<file path="src/rtl/ccff_loader.sv">
// ccff_loader
//   Configuration-chain loader placed directly upstream of a tile's ccff_head.
//   It accepts bitstream words on a valid/ready interface. Each word is
//   serialised MSB-first into the configuration flip-flop chain, one bit per
//   enabled prog_clk edge.
//   In verify mode it counts the edges where the bit emerging from ccff_tail
//   differs from the bit being shifted in. A second identical load therefore
//   checks the first.
//
// Ports
//   prog_clk        programming clock, all state on the rising edge
//   reset           asynchronous reset, active low
//   start           request a load (honoured in IDLE or DONE)
//   verify          sampled with start; enables tail mismatch counting
//   abort           synchronous abort back to IDLE
//   cfg_data        bitstream word, bit WORD_W-1 shifted first
//   cfg_valid       cfg_data valid
//   cfg_ready       loader takes cfg_data this cycle
//   ccff_head       registered serial bit to the chain
//   prog_clk_en     registered shift enable for the chain's prog_clk gate
//   ccff_tail       serial output of the chain's last flip-flop
//   busy            high while loading or draining
//   done            sticky completion flag
//   bit_count       enabled shift edges completed in this/last load
//   mismatch_count  saturating verify mismatch count

module ccff_loader #(
  parameter int CHAIN_LEN = 64,
  parameter int WORD_W    = 32,
  parameter int CNT_W     = $clog2(CHAIN_LEN + 1),
  parameter int ERR_W     = 16
) (
  input  logic              prog_clk,
  input  logic              reset,
  input  logic              start,
  input  logic              verify,
  input  logic              abort,
  input  logic [WORD_W-1:0] cfg_data,
  input  logic              cfg_valid,
  output logic              cfg_ready,
  output logic              ccff_head,
  output logic              prog_clk_en,
  input  logic              ccff_tail,
  output logic              busy,
  output logic              done,
  output logic [CNT_W-1:0]  bit_count,
  output logic [ERR_W-1:0]  mismatch_count
);

  // Words per load, and how many bits of the final word are actually used.
  localparam int NW        = (CHAIN_LEN + WORD_W - 1) / WORD_W;
  localparam int LAST_BITS = CHAIN_LEN - (NW - 1) * WORD_W;
  localparam int BL_W      = $clog2(WORD_W + 1);
  localparam int WA_W      = $clog2(NW + 1);

  localparam logic [CNT_W-1:0] LAST_IDX  = CNT_W'(CHAIN_LEN - 1);
  localparam logic [WA_W-1:0]  WORDS_MAX = WA_W'(NW);
  localparam logic [WA_W-1:0]  WORD_LAST = WA_W'(NW - 1);
  localparam logic [BL_W-1:0]  FULL_BITS = BL_W'(WORD_W);
  localparam logic [BL_W-1:0]  TAIL_BITS = BL_W'(LAST_BITS);
  localparam logic [BL_W-1:0]  ONE_BIT   = BL_W'(1);
  localparam logic [ERR_W-1:0] ERR_MAX   = {ERR_W{1'b1}};

  typedef enum logic [1:0] {IDLE, LOAD, DRAIN, DONE} state_t;

  state_t            state;
  state_t            next_state;
  logic [WORD_W-1:0] buf_data;
  logic [BL_W-1:0]   buf_left;
  logic [WA_W-1:0]   words_acc;
  logic [CNT_W-1:0]  issue_cnt;
  logic              verify_q;
  logic              start_ok;
  logic              issuing;
  logic              transfer;

  // abort outranks start and cfg transfers, so both are masked by it here.
  // The buffer is refilled while it issues its last bit, which keeps the
  // shift stream free of bubbles across word boundaries.
  assign start_ok  = start & ~abort & ((state == IDLE) | (state == DONE));
  assign issuing   = (state == LOAD) & (buf_left != '0) & ~abort;
  assign cfg_ready = (state == LOAD) & (words_acc < WORDS_MAX) &
                     ((buf_left == '0) | (buf_left == ONE_BIT)) & ~abort;
  assign transfer  = cfg_valid & cfg_ready;
  assign busy      = (state == LOAD) | (state == DRAIN);
  assign done      = (state == DONE);

  always_ff @(posedge prog_clk or negedge reset) begin
    if (!reset) state <= IDLE;
    else        state <= next_state;
  end

  // LOAD ends once the last bit has been issued; DRAIN ends on the edge
  // where the chain actually consumes that bit.
  always_comb begin
    next_state = state;
    if (abort) begin
      next_state = IDLE;
    end else begin
      case (state)
        IDLE, DONE: if (start) next_state = LOAD;
        LOAD:       if (issuing && issue_cnt == LAST_IDX) next_state = DRAIN;
        DRAIN:      if (prog_clk_en && bit_count == LAST_IDX) next_state = DONE;
        default:    next_state = IDLE;
      endcase
    end
  end

  // An abort leaves the counters frozen and drops the enable immediately.
  // Counting follows the registered enable, i.e. the edges the chain shifts on.
  always_ff @(posedge prog_clk or negedge reset) begin
    if (!reset) begin
      buf_data       <= '0;
      buf_left       <= '0;
      words_acc      <= '0;
      issue_cnt      <= '0;
      verify_q       <= 1'b0;
      ccff_head      <= 1'b0;
      prog_clk_en    <= 1'b0;
      bit_count      <= '0;
      mismatch_count <= '0;
    end else if (abort) begin
      prog_clk_en <= 1'b0;
      buf_left    <= '0;
      words_acc   <= '0;
    end else if (start_ok) begin
      bit_count      <= '0;
      mismatch_count <= '0;
      verify_q       <= verify;
      issue_cnt      <= '0;
      words_acc      <= '0;
      buf_left       <= '0;
      prog_clk_en    <= 1'b0;
    end else begin
      if (prog_clk_en) begin
        bit_count <= bit_count + CNT_W'(1);
        if (verify_q && (ccff_tail != ccff_head) && (mismatch_count != ERR_MAX))
          mismatch_count <= mismatch_count + ERR_W'(1);
      end
      prog_clk_en <= issuing;
      if (issuing) begin
        ccff_head <= buf_data[WORD_W-1];
        buf_data  <= buf_data << 1;
        buf_left  <= buf_left - ONE_BIT;
        issue_cnt <= issue_cnt + CNT_W'(1);
      end
      if (transfer) begin
        buf_data  <= cfg_data;
        buf_left  <= (words_acc == WORD_LAST) ? TAIL_BITS : FULL_BITS;
        words_acc <= words_acc + WA_W'(1);
      end
    end
  end

endmodule
</file>
<file path="config.mk">
export PLATFORM = sky130hd
export DESIGN_NAME = ccff_loader
export DESIGN_NICKNAME = d
export VERILOG_FILES = /design/src/rtl/ccff_loader.sv
export SDC_FILE = /design/constraint.sdc
export NUM_CORES = 1
export LEC_CHECK = 0
export ABC_AREA = 1
export ABC_CLOCK_PERIOD_IN_PS = 2050
export CORE_UTILIZATION = 45
export DETAILED_ROUTE_END_ITERATION = 6
export PLACE_DENSITY_LB_ADDON = 0.3
export SLEW_MARGIN = 15
export SYNTH_ARGS = -nofsm -noshare
export SYNTH_HDL_FRONTEND = slang
export SYNTH_SLANG_ARGS = --single-unit
</file>
<file path="constraint.sdc">
create_clock -name prog_clk -period 2.05 [get_ports prog_clk]
set_input_delay 0.3075 -clock prog_clk [delete_from_list [all_inputs] [get_ports prog_clk]]
set_output_delay 0.3075 -clock prog_clk [all_outputs]
set_load 0.02 [all_outputs]
</file>
# Yosys cells after proc, flatten, opt, wreduce, memory -nomap -nowiden
# Index checks and enable logic that the tools add are counted.
[op_classes] n_addsub=5 mul=0 n_div=0 order_cmp=1 n_eq_ne=11 n_shift=0 mux=23 n_bitwise=13 reduce_logical=21
[op_table] cell="$mux 32" n=2
[op_table] cell="$mux 16" n=3
[op_table] cell="$mux 7" n=4
[op_table] cell="$mux 6" n=4
[op_table] cell="$add 16x1->16 const B" n=1
[op_table] cell="$ne 16x16->1 const B" n=1
[op_table] cell="$add 7x1->7 const B" n=2
[op_table] cell="$eq 7x6->1 const B" n=2
[op_table] cell="$mux 2" n=7
[op_table] cell="$reduce_and 3->1" n=4
[op_table] cell="$and 1x1->1" n=8
[op_table] cell="$reduce_bool 2->1" n=4
[op_table] cell="$eq 6x1->1 const B" n=1
[op_table] cell="$logic_not 6->1" n=1
[op_table] cell="$ne 3x2->1 const B" n=2
[op_table] cell="$pmux 2 s3" n=1
[op_table] cell="$reduce_and 2->1" n=3
[op_table] cell="$reduce_bool 6->1" n=1
[op_table] cell="$sub 6x1->6 const B" n=1
[op_table] cell="$eq 2x2->1 const B" n=2
[op_table] cell="$logic_and 1x1->1" n=4
[op_table] cell="$reduce_bool 4->1" n=1
[op_table] cell="$ne 3x3->1 const B" n=1
[op_table] cell="$or 1x1->1" n=3
[op_table] cell="9 further kinds" n=11
[totals] register_bits=75 latchBits=0 ram_bits=0 romBits=0 inputBits=39 output_inout_bits=28 mem_count=0

# Depth between registers and ports, before layout
[depth] depth_word=8 ltp_mapped=11 mapped_depth_nobuf=10

# Least setup slack after synthesis
# OpenSTA, ideal clock, no wires.
[synth_path] kind="flip-flop to output port" from="reg buf_left[0]" to="out cfg_ready" t_arrival_ps=1422 required_ps=1742 slack_ps=320 stages_incl_launch_ff=5 path_cell_list="dfrtp_1 -> inv_1 -> ha_1 -> nor2_1 -> nor4_1"
[synth_between] elab_chain_cells=4 elab_cells_between_ends=5
[synth_rtl] element="start, declared" line_no="69" text="logic [BL_W-1:0] buf_left;"
[synth_rtl] element="start signal, assigned" line_no="144" text="buf_left <= buf_left - ONE_BIT;"
[synth_rtl] element="start signal, assigned" line_no="149" text="buf_left <= (words_acc == WORD_LAST) ? TAIL_BITS : FULL_BITS;"
[synth_rtl] element="$eq 6x1->1 or $logic_not 6->1 (tied branches)" line_no="83" text="((buf_left == '0) | (buf_left == ONE_BIT)) & ~abort;"
[synth_rtl] element="$or 1x1->1 (*)" line_no="83"
[synth_rtl] element="$and 1x1->1 (*)" line_no="82" text="assign cfg_ready = (state == LOAD) & (words_acc < WORDS_MAX) &"
[synth_rtl] element="$and 1x1->1 (*)" line_no="83"
[synth_rtl] element="end, declared" line_no="40" text="output logic cfg_ready,"
# Mark *: on every way between the ends. The rest lies on a longest branch, timed or not.

# Worst setup path after layout
[layout_path] from="reg state[0]" to="out done"
[layout_between] elab_chain_cells=1
[layout_rtl] element="start, declared" line_no="66" text="state_t state;"
[layout_rtl] element="start signal, assigned" line_no="90" text="else state <= next_state;"
[layout_rtl] element="$eq 2x2->1" line_no="86" text="assign done = (state == DONE);"
[layout_rtl] element="end, declared" line_no="45" text="output logic done,"
# Every way passes these cells.

==> summary.txt <==
Outcome
  – Outcome: complete, no violations

Synthesis
  – Area leader, netlist: sky130_fd_sc_hd__dfrtp_1
  – Synth Instances: 591
  – Synthesized net count: 640
  – Biggest area contributors in the synthesized netlist: sky130_fd_sc_hd__dfrtp_1, sky130_fd_sc_hd__nand2_1, sky130_fd_sc_hd__nor2_1, sky130_fd_sc_hd__ha_1, sky130_fd_sc_hd__inv_1
  – Flop and latch count out of synthesis: 75
  – Mapped cell area: 4229 sq um
  – Sequential fraction of the synthesis area: 44.38%
  – Yosys top cell area share: 44.38%
  – Yosys warning total: 0
  – Synthesized area per cell: 7.156 sq um
  – Number of different library cells in the post-synthesis netlist: 30

GRT
  – Antenna violations before repair: 0
  – Global-route wire length before repair: 15960 um
  – Global Route Usage Sum: 20.26%
  – Maximum number of pins on one net before global-route repair: 42
  – GRT overflow: 0
  – Via count of the first global-routing pass: 3706

Critical path
  – Kind of start point of the critical path: register
  – Worst-path maximum fanout: 4
  – Buffer and inverter count on the worst path: 2
  – Max stage delay cell, worst path: sky130_fd_sc_hd__clkdlybuf4s50_1
  – Signal arrival time at the worst endpoint: 1610 ps
  – Type of the setup path with the least slack: reg2out
  – Type of destination of the critical path: output port
  – Crit path cell chain: buf_4 -> ha_1 -> clkdlybuf4s50_1
  – Register-to-register path setup slack: 200 ps
  – Dominant delay contributor by cell family on the critical path: buffers and inverters
  – Required @ worst endpoint: 1740 ps
  – Maximum single-stage delay on the critical path: 530 ps

Die
  – Die Span X: 98.94 um
  – Floorplan die height: 98.94 um
  – Ports: 67
  – Rows: 35
  – Full die area: 9789 sq um
  – Core area: 9153 sq um
  – Initial Utilization: 46.21%

Clocking
  – Later-pin clock latency in the skew report: 350 ps
  – Clock slew at reported path FFs: 80 ps
  – CTS buffer count: 9
  – Max Buffers Root-to-Sink: 2
  – Maximum level of the CTS H-tree: 3
  – CTS sink cnt: 75
  – Root Driver: sky130_fd_sc_hd__clkbuf_8
  – Clock tree from TritonCTS: done

Timing
  – Clock period minus final worst setup slack: 1919 ps
  – Number of hold-slack violations in the final timing report: 0
  – Setup WS post-layout: 130.6 ps
  – Share of the clock period used by the worst path after layout: 93.63%
  – Remaining max-slew budget at the tightest pin: 68.48%
  – Final number of max-transition violations: 0
  – Fmax achieved: 0.5210 GHz
  – Setup TNS: 0 ps
  – Setup repair after global routing missed its margin: no
  – Worst Skew: 13.57 ps
  – Total of endpoints with negative setup slack in the final report: 0
  – Transition time at the pin with the least slew margin: 472.8 ps

Drt
  – Number of antenna-violating nets in the routed design: 0
  – First drt pass iteration count: 5
  – Detailed-route wire length per cell: 11.80 um
  – Final WL: 9230 um
  – Via density per instance: 4.958
  – Detailed-route DRC error count: 0
  – Total vias in the final route: 3877
  – Iteration-0 DRC count of the detailed router: 142

Power
  – Highest ir drop seen on vdd: 0.0004603 V
  – Pwr dens: 967.3 nW/um^2
  – Standby leakage power: 2.714 nW

Place
  – Final weighted congestion in routability-driven placement: 0.8365
  – Setup Slack @ Placement: 23.45 ps
  – Input/output buffers: 66
  – Placed instance area: 5059 sq um
  – Placed wire-length estimate: 6527 um

Layout
  – Core utilization of the finished layout: 57.87%
  – Number of filler cells placed in the layout: 857
  – Count of inserted antenna diode cells: 0
  – Post-synthesis to final-layout area growth: 25.24%
  – Non-Filler Cell Area, Final: 5296 sq um
  – Proportion of layout cells with a drive suffix above 1: 9.687%
  – Final #Nets: 715

Min path
  – Hold Path Class: in2async

Flow run
  – Total of max-cap violations: 0
[synth_stat cells]
| library cell | count |
|---|---|
| sky130_fd_sc_hd__a21oi_1 | 11 |
| sky130_fd_sc_hd__and3_1 | 1 |
| sky130_fd_sc_hd__buf_12 | 1 |
| sky130_fd_sc_hd__buf_2 | 12 |
| sky130_fd_sc_hd__buf_4 | 5 |
| sky130_fd_sc_hd__clkbuf_1 | 2 |
| sky130_fd_sc_hd__dfrtp_1 | 75 |
| sky130_fd_sc_hd__ha_1 | 10 |
| sky130_fd_sc_hd__inv_1 | 32 |
| sky130_fd_sc_hd__inv_2 | 6 |
| sky130_fd_sc_hd__inv_6 | 1 |
| sky130_fd_sc_hd__nand2_1 | 297 |
| sky130_fd_sc_hd__nand2_2 | 9 |
| sky130_fd_sc_hd__nand2_4 | 2 |
| sky130_fd_sc_hd__nand3_1 | 23 |
| sky130_fd_sc_hd__nand3_2 | 2 |
| sky130_fd_sc_hd__nand3_4 | 1 |
| sky130_fd_sc_hd__nand4_1 | 16 |
| sky130_fd_sc_hd__nor2_1 | 44 |
| sky130_fd_sc_hd__nor2_2 | 3 |
| sky130_fd_sc_hd__nor2_4 | 2 |
| sky130_fd_sc_hd__nor3_1 | 6 |
| sky130_fd_sc_hd__nor4_1 | 1 |
| sky130_fd_sc_hd__o21ai_0 | 11 |
| sky130_fd_sc_hd__o21ai_2 | 1 |
| sky130_fd_sc_hd__o21bai_1 | 3 |
| sky130_fd_sc_hd__o31ai_1 | 1 |
| sky130_fd_sc_hd__or2_2 | 3 |
| sky130_fd_sc_hd__xnor2_1 | 2 |
| sky130_fd_sc_hd__xor2_1 | 8 |
[placed cells by master, fill, tap and decap left out, types with 6 or more instances in the layout]
cell / synthesis / routed
sky130_fd_sc_hd__clkdlybuf4s50_1: 0 / 63
sky130_fd_sc_hd__nand2_2: 9 / 9
sky130_fd_sc_hd__nand3_1: 23 / 23
sky130_fd_sc_hd__xor2_1: 8 / 8
sky130_fd_sc_hd__nor2_1: 44 / 44
sky130_fd_sc_hd__dfrtp_1: 75 / 75
sky130_fd_sc_hd__nand2_1: 297 / 297
sky130_fd_sc_hd__a21oi_1: 11 / 11
sky130_fd_sc_hd__nor3_1: 6 / 6
sky130_fd_sc_hd__nand4_1: 16 / 16
sky130_fd_sc_hd__inv_2: 6 / 6
sky130_fd_sc_hd__clkbuf_8: 0 / 11
sky130_fd_sc_hd__o21ai_0: 11 / 11
sky130_fd_sc_hd__inv_1: 32 / 32
sky130_fd_sc_hd__ha_1: 10 / 10
sky130_fd_sc_hd__buf_4: 5 / 15
[kinds of logic (layout without fill, tap and decap cells)]
group	Yosys count	after routing	synth area share, %
AND/OR/NAND/NOR	410	410	40.53
flip-flops	75	75	44.38
buffers and inverters	59	139	6.539
AO/OA/AOI/OAI	27	27	3.521
adder cells (fa/ha/maj)	10	10	2.959
XOR/XNOR	10	10	2.071
[through the flow]
| step | hold WS (ps) | power [mW] | instances |
|---|---|---|---|
| 2_1_floorplan | 11.91 | 3.308 | 591 |
| 3_5_place_dp | 295.6 | 3.859 | 764 |
| 4_1_cts | 452.7 | 5.167 | 782 |
| 3_3_place_gp | 292.9 | 3.786 | 764 |
| 5_1_grt | 488.9 | 5.502 | 782 |
| 6_report | 446.2 | 5.123 | 782 |
[worst paths after layout]
path	startpoint	end	cells past startpoint
setup / recovery	state[0]$_DFFE_PN0P_	done	3
max in group asynchronous	reset	buf_data[22]$_DFFE_PN0P_	3
min in group prog_clk	buf_data[0]$_DFFE_PN0P_	buf_data[0]$_DFFE_PN0P_	2
hold reg to reg	buf_data[0]$_DFFE_PN0P_	buf_data[0]$_DFFE_PN0P_	2
hold / removal	reset	state[1]$_DFFE_PN0P_	2
setup reg to reg	state[1]$_DFFE_PN0P_	mismatch_count[3]$_DFFE_PN0P_	6
[final cells by class]
cell class / count / area, sq um / share of cell area, %
inverter: 39 / 151.4 / 2.858
clock buffer: 11 / 151.4 / 2.858
tap: 111 / 138.9 / 2.622
sequential: 75 / 1877 / 35.44
multi-input combinational: 457 / 2076 / 39.19
timing repair buffer: 84 / 827.0 / 15.62
clock inverter: 5 / 75.07 / 1.417
[flip-flops by register name, summed over array words and instances, names as in the netlist]
name / cells
buf_left: 6
state: 2
buf_data: 32
ccff_head: 1
issue_cnt: 7
words_acc: 2
bit_count: 7
mismatch_count: 16
prog_clk_en: 1
verify_q: 1
[layer usage]
metal	track usage (%)	wire (um)	up-vias
li1	-	-	1985
met4	7.118	142	0
met3	5.319	440	10
met5	0	0	-
met1	24.39	4239	1791
met2	35.02	4407	91
[report_power, final]
part	switching [mW]	leakage (nW)	internal, mW
sequential	0.246	1.03	1.86
clock	0.548	0.119	0.746
combinational	1.03	1.56	0.698
total	1.82	2.71	3.30
[repair_timing]
action,CTS,global route
setup buffers,1,0
setup endpoints to repair,2,1
resized for setup,2,3
hold endpoints to repair,34,0
hold buffers,1,0
(Power assumes the default switching activity.)
